--- config.mk ---
export PLATFORM = sky130hd
export DESIGN_NAME = seq_controller
export DESIGN_NICKNAME = d
export VERILOG_FILES = /design/src/rtl/seq_ctrl_pkg.sv /design/src/rtl/seq_loop_cnt.sv /design/src/rtl/seq_controller.sv
export SDC_FILE = /design/constraint.sdc
export NUM_CORES = 1
export LEC_CHECK = 0
export ABC_AREA = 1
export BUFFER_PORTS_ARGS = -buffer_cell sky130_fd_sc_hd__clkbuf_2
export CORE_MARGIN = 2
export CORE_UTILIZATION = 35
export DETAILED_ROUTE_END_ITERATION = 6
export PLACE_DENSITY = 0.7
export REMOVE_ABC_BUFFERS = 1
export SLEW_MARGIN = 10
export SYNTH_ARGS = -nofsm -noshare
export SYNTH_HDL_FRONTEND = slang
export SYNTH_SLANG_ARGS = --single-unit
--- constraint.sdc ---
create_clock -name clk -period 1.3 [get_ports clk]
set_input_delay 0.065 -clock clk [delete_from_list [all_inputs] [get_ports clk]]
set_output_delay 0.065 -clock clk [all_outputs]
set_load 0.05 [all_outputs]
--- src/rtl/seq_ctrl_pkg.sv ---
// Shared types and defaults for the program sequencer controller.
// Holds the opcode and FSM state encodings used by seq_controller.
package seq_ctrl_pkg;

  localparam int ADDR_W_DEF     = 4;
  localparam int LOOP_W_DEF     = 4;
  localparam int RST_CYCLES_DEF = 2;

  typedef enum logic [3:0] {
    OP_NOP  = 4'h0,
    OP_JMP  = 4'h1,
    OP_JNZ  = 4'h2,
    OP_LOOP = 4'h3,
    OP_LJ   = 4'h4,
    OP_HALT = 4'h5,
    OP_SRST = 4'h6
  } opcode_e;

  typedef enum logic [1:0] {
    ST_RST_SEQ = 2'd0,
    ST_RUN     = 2'd1,
    ST_FLUSH   = 2'd2,
    ST_HALTED  = 2'd3
  } state_e;

endpackage

--- src/rtl/seq_loop_cnt.sv ---
// Loop counter for LOOP/LJ: load, saturating decrement, zero detect.
// Clear has priority over load, load over decrement.
module seq_loop_cnt
  import seq_ctrl_pkg::*;
#(
  parameter int LOOP_W = LOOP_W_DEF
) (
  input  logic              clk,
  input  logic              reset,
  input  logic              clr,
  input  logic              load,
  input  logic              dec,
  input  logic [LOOP_W-1:0] load_val,
  output logic              zero
);

  logic [LOOP_W-1:0] cnt_q, cnt_d;

  always_comb begin
    cnt_d = cnt_q;
    unique case (1'b1)
      clr:  cnt_d = '0;
      load: cnt_d = load_val;
      dec:  if (cnt_q != '0) cnt_d = cnt_q - LOOP_W'(1);
      default: ;
    endcase
  end

  always_ff @(posedge clk or posedge reset) begin
    if (reset) cnt_q <= '0;
    else       cnt_q <= cnt_d;
  end

  assign zero = (cnt_q == '0);

endmodule

--- src/rtl/seq_controller.sv ---
// Program sequencer controller: decodes instr into registered jump strobes.
// Define SEQ_CTRL_LOOP_EN to enable the LOOP/LJ opcodes and loop counter.
module seq_controller
  import seq_ctrl_pkg::*;
#(
  parameter int ADDR_W     = ADDR_W_DEF,
  parameter int LOOP_W     = LOOP_W_DEF,
  parameter int RST_CYCLES = RST_CYCLES_DEF
) (
  input  logic              clk,
  input  logic              reset,
  input  logic [7:0]        instr,
  input  logic              instr_valid,
  input  logic              z_flag,
  input  logic              start,
  output logic              sync_reset,
  output logic              jmp,
  output logic              jmp_nz,
  output logic              dont_jmp,
  output logic [ADDR_W-1:0] jmp_addr,
  output logic              halted,
  output logic              illegal
);

  localparam int CNT_W = (RST_CYCLES > 1) ? $clog2(RST_CYCLES) : 1;
  localparam logic [CNT_W-1:0] CNT_LAST = CNT_W'(RST_CYCLES - 1);

  if (LOOP_W < 4) begin : g_loop_w_chk
    $error("LOOP_W must hold a 4-bit operand");
  end

  state_e            state_q, state_d;
  logic [CNT_W-1:0]  rcnt_q, rcnt_d;
  logic              sync_q, sync_d;
  logic              jmp_q, jmp_d;
  logic              jnz_q, jnz_d;
  logic              dj_q, dj_d;
  logic [ADDR_W-1:0] addr_q, addr_d;
  logic              halt_q, halt_d;
  logic              ill_q, ill_d;

  logic [3:0] op;
  logic [3:0] opnd;

  assign op   = instr[7:4];
  assign opnd = instr[3:0];

`ifdef SEQ_CTRL_LOOP_EN
  logic lc_clr, lc_load, lc_dec, lc_zero;

  seq_loop_cnt #(
    .LOOP_W (LOOP_W)
  ) u_loop_cnt (
    .clk      (clk),
    .reset    (reset),
    .clr      (lc_clr),
    .load     (lc_load),
    .dec      (lc_dec),
    .load_val (LOOP_W'(opnd)),
    .zero     (lc_zero)
  );
`endif

  always_comb begin
    state_d = state_q;
    rcnt_d  = rcnt_q;
    sync_d  = 1'b0;
    jmp_d   = 1'b0;
    jnz_d   = 1'b0;
    dj_d    = 1'b0;
    addr_d  = addr_q;
    halt_d  = 1'b0;
    ill_d   = 1'b0;
`ifdef SEQ_CTRL_LOOP_EN
    lc_clr  = 1'b0;
    lc_load = 1'b0;
    lc_dec  = 1'b0;
`endif
    unique case (state_q)
      ST_RST_SEQ: begin
        if (rcnt_q == CNT_LAST) begin
          state_d = ST_RUN;
          rcnt_d  = '0;
        end else begin
          rcnt_d = rcnt_q + CNT_W'(1);
          sync_d = 1'b1;
          dj_d   = 1'b1;
        end
      end
      ST_FLUSH: begin
        state_d = ST_RUN;
        dj_d    = 1'b1;
      end
      ST_HALTED: begin
        if (start) begin
          state_d = ST_RUN;
        end else begin
          halt_d = 1'b1;
          dj_d   = 1'b1;
        end
      end
      ST_RUN: begin
        if (!instr_valid) begin
          dj_d = 1'b1;
        end else begin
          unique case (op)
            OP_NOP: ;
            OP_JMP: begin
              jmp_d   = 1'b1;
              addr_d  = ADDR_W'(opnd);
              state_d = ST_FLUSH;
            end
            OP_JNZ: begin
              jnz_d  = 1'b1;
              addr_d = ADDR_W'(opnd);
              if (!z_flag) state_d = ST_FLUSH;
            end
`ifdef SEQ_CTRL_LOOP_EN
            OP_LOOP: lc_load = 1'b1;
            OP_LJ: begin
              if (!lc_zero) begin
                lc_dec  = 1'b1;
                jmp_d   = 1'b1;
                addr_d  = ADDR_W'(opnd);
                state_d = ST_FLUSH;
              end
            end
`endif
            OP_HALT: begin
              state_d = ST_HALTED;
              halt_d  = 1'b1;
              dj_d    = 1'b1;
            end
            OP_SRST: begin
              state_d = ST_RST_SEQ;
              rcnt_d  = '0;
              sync_d  = 1'b1;
              dj_d    = 1'b1;
`ifdef SEQ_CTRL_LOOP_EN
              lc_clr  = 1'b1;
`endif
            end
            default: ill_d = 1'b1;
          endcase
        end
      end
    endcase
  end

  always_ff @(posedge clk or posedge reset) begin
    if (reset) begin
      state_q <= ST_RST_SEQ;
      rcnt_q  <= '0;
      sync_q  <= 1'b1;
      jmp_q   <= 1'b0;
      jnz_q   <= 1'b0;
      dj_q    <= 1'b1;
      addr_q  <= '0;
      halt_q  <= 1'b0;
      ill_q   <= 1'b0;
    end else begin
      state_q <= state_d;
      rcnt_q  <= rcnt_d;
      sync_q  <= sync_d;
      jmp_q   <= jmp_d;
      jnz_q   <= jnz_d;
      dj_q    <= dj_d;
      addr_q  <= addr_d;
      halt_q  <= halt_d;
      ill_q   <= ill_d;
    end
  end

  assign sync_reset = sync_q;
  assign jmp        = jmp_q;
  assign jmp_nz     = jnz_q;
  assign dont_jmp   = dj_q;
  assign jmp_addr   = addr_q;
  assign halted     = halt_q;
  assign illegal    = ill_q;

endmodule

==> flow_metrics.env <==
export IMPL_fp_dieH_um=46.2
export IMPL_rsz0062_at_grt="false"
export IMPL_worst_setup_path_start_kind="register"
export IMPL_max_freq_mhz=895
export IMPL_min_period_ps=1120
export IMPL_ff2ff_setup_slack_ps=220
export IMPL_synthToLayoutAreaGrowth_pct=28.5
export IMPL_ys_seq_area_frac=0.526
export IMPL_critPathKind="register to output port"
export IMPL_final_area_um2=801
export IMPL_max_stage_delay_ps=520
export IMPL_cp_slowest_cell="dfstp_2"
export IMPL_slew_violations=0
export IMPL_clock_latency_ps=270
export IMPL_slew_headroom=0.683
export IMPL_dieArea_um2=2130
export IMPL_drv_cap=0
export IMPL_final_nets=114
export IMPL_firstDrtPassIters=4
export IMPL_gp_congestion=0.728
export IMPL_core_region_area_um2=1710
export IMPL_r2r_cells=3
export IMPL_ys_ff_latch=13
export IMPL_rr_endpoint="sync_reset$_DFF_PP1_"
export IMPL_required_ps=1240
export IMPL_vdd_drop_max_mv=0.645
export IMPL_clockRootBuffer="clkbuf_4"
export IMPL_fillCellCount=157
export IMPL_setup_tns_ps=0
export IMPL_hold_path_startpoint="instr[1]"
export IMPL_ys_warn_count=0
export IMPL_p_leak_nw=0.463
export IMPL_synth_cells=73
export IMPL_finClkSkew_ps=0.777
export IMPL_dpl_instance_area_um2=764
export IMPL_yosys_top_cells_area="dfrtp_1, nand2_1, inv_1"
export IMPL_grt_pass1_vias=492
export IMPL_mostFrequentLayoutCells="clkbuf_2, nand2_1, inv_1, dfrtp_1"
export IMPL_hold_depth=3
export IMPL_final_common_cell="clkbuf_2"
export IMPL_io_buffer_count=22
export IMPL_synth_top_area_frac=0.442
export IMPL_diodes=0
export IMPL_path_clk_slew_ps=70
export IMPL_crit_fanout=1
export IMPL_whs_endpoint="jmp_addr[1]$_DFFE_PP0P_"
export IMPL_drt_wl_total_mm=1.11
export IMPL_synthDominantAreaCellType="dfrtp_1"
export IMPL_path_delay_family="flip-flops"
export IMPL_start_util=0.365
export IMPL_drc=0
export IMPL_hold_path_class="primary input to register"
export IMPL_critPathArrivalTime_ps=1050
export IMPL_cts_tree="yes"
export IMPL_r2r_start="state_q[1]$_DFFE_PP0P_"
export IMPL_syn_avg_cell_area_um2=8.54
export IMPL_ant_nets=0
export IMPL_cp_end_kind="output port"
export IMPL_ys_types=17
export IMPL_grt_overflow=0
export IMPL_rows=15
export IMPL_grt_total_usage=0.123
export IMPL_final_hold_viol_count=0
export IMPL_finalSetupViolations=0
export IMPL_worst_slew_pin_slew_ps=474
export IMPL_crit_buf_inv=1
export IMPL_cts_buffer_depth=2
export IMPL_p_per_area_nw_per_um2=1920
export IMPL_dp_final_hpwl_um=863
export IMPL_syn_area_um2=623
export IMPL_cts_resized=0
export IMPL_cts_buffers=3
export IMPL_die_w_um=46.2
export IMPL_io_pins=23
export IMPL_crit_chain="clkbuf_2"
export IMPL_antenna_found_initial=0
export IMPL_via_per_inst=4.37
export IMPL_grt_max_degree=14
export IMPL_drive_above_1_share=0.340
export IMPL_drtIter0Drc=11
export IMPL_wl_per_cell_um=8.86
export IMPL_vias=546
export IMPL_outcome="complete, no violations"
export IMPL_grt_pass1_wl_mm=1.83
export IMPL_fin_crit_sh=0.860
export IMPL_cts_sinks=13
export IMPL_htreeDepth=1
metal layers:
metal	vias up	routed length (um)	GRT usage
met5	-	0	0
met4	0	44	0.103
met3	5	68	0.0157
met2	23	457	0.194
met1	234	537	0.146
li1	284	-	-
report_power, final:
part | leakage, nW | switching, W | internal [W] | total [W]
logic | 0.287 | 0.000525 | 0.000169 | 0.000695
registers | 0.161 | 0.0000616 | 0.000539 | 0.000601
clock network | 0.0150 | 0.000124 | 0.000119 | 0.000243
worst max path at each step:
stage                                          to  slack (ps)                   start  cells after the start
final                                  sync_reset         180    sync_reset$_DFF_PP1_                      1
after global routing       state_q[0]$_DFFE_PP0P_          90  state_q[1]$_DFFE_PP0P_                      7
after CTS                              sync_reset         180    sync_reset$_DFF_PP1_                      1
after detailed placement  jmp_addr[2]$_DFFE_PP0P_         240  state_q[1]$_DFFE_PP0P_                      4
after global placement    jmp_addr[2]$_DFFE_PP0P_         260  state_q[1]$_DFFE_PP0P_                      4
after floorplan           jmp_addr[2]$_DFFE_PP0P_         290  state_q[1]$_DFFE_PP0P_                      4
layout make-up:
| cell class | instances | area (um2) | area share |
|---|---|---|---|
| inverter | 16 | 60.1 | 0.0750 |
| sequential | 13 | 328 | 0.409 |
| multi-input combinational | 44 | 235 | 0.294 |
| clock buffer | 4 | 26.3 | 0.0328 |
| timing repair buffer | 23 | 120 | 0.150 |
| tap | 25 | 31.3 | 0.0391 |
state kept, by name, summed over array words and instances (netlist names):
name and flops:
jmp_addr 4, illegal 1, jmp_nz 1, dont_jmp 1, halted 1, rcnt_q 1, sync_reset 1, state_q 2
jmp 1
metrics by stage:
stage | total power [W] | setup WS (ps) | cells | hold slack (ps) | util
6_report | 0.00154 | 182 | 125 | 5.91 | 0.469
2_1_floorplan | 0.00116 | 290 | 73 | -59.5 | -
3_3_place_gp | 0.00130 | 261 | 120 | 79.8 | 0.448
3_5_place_dp | 0.00131 | 237 | 120 | 83.2 | 0.448
4_1_cts | 0.00155 | 177 | 125 | 0.581 | 0.469
5_1_grt | 0.00164 | 90.0 | 125 | 27.0 | 0.469
what timing repair did:
action | in CTS | in global routing
endpoints found under the hold margin | 11 | 0
buffers inserted | 0 | 0
hold buffers | 1 | 0
synth_stat cells (all sizes together):
cell type / n
nor2: 6
nor3: 2
nand2: 18
o21ai: 9
dfstp: 2
nand3: 2
a211oi: 1
inv: 16
a21oi: 1
nand4: 5
dfrtp: 11
cell families after synthesis:
| group | Yosys count | synth area share |
|---|---|---|
| AOI/OAI and AO/OA | 11 | 0.106 |
| DFF | 13 | 0.526 |
| and+or+nand+nor | 33 | 0.271 |
| buffers and inverters | 16 | 0.0964 |
Note: power is estimated with default switching activity, not from simulation.
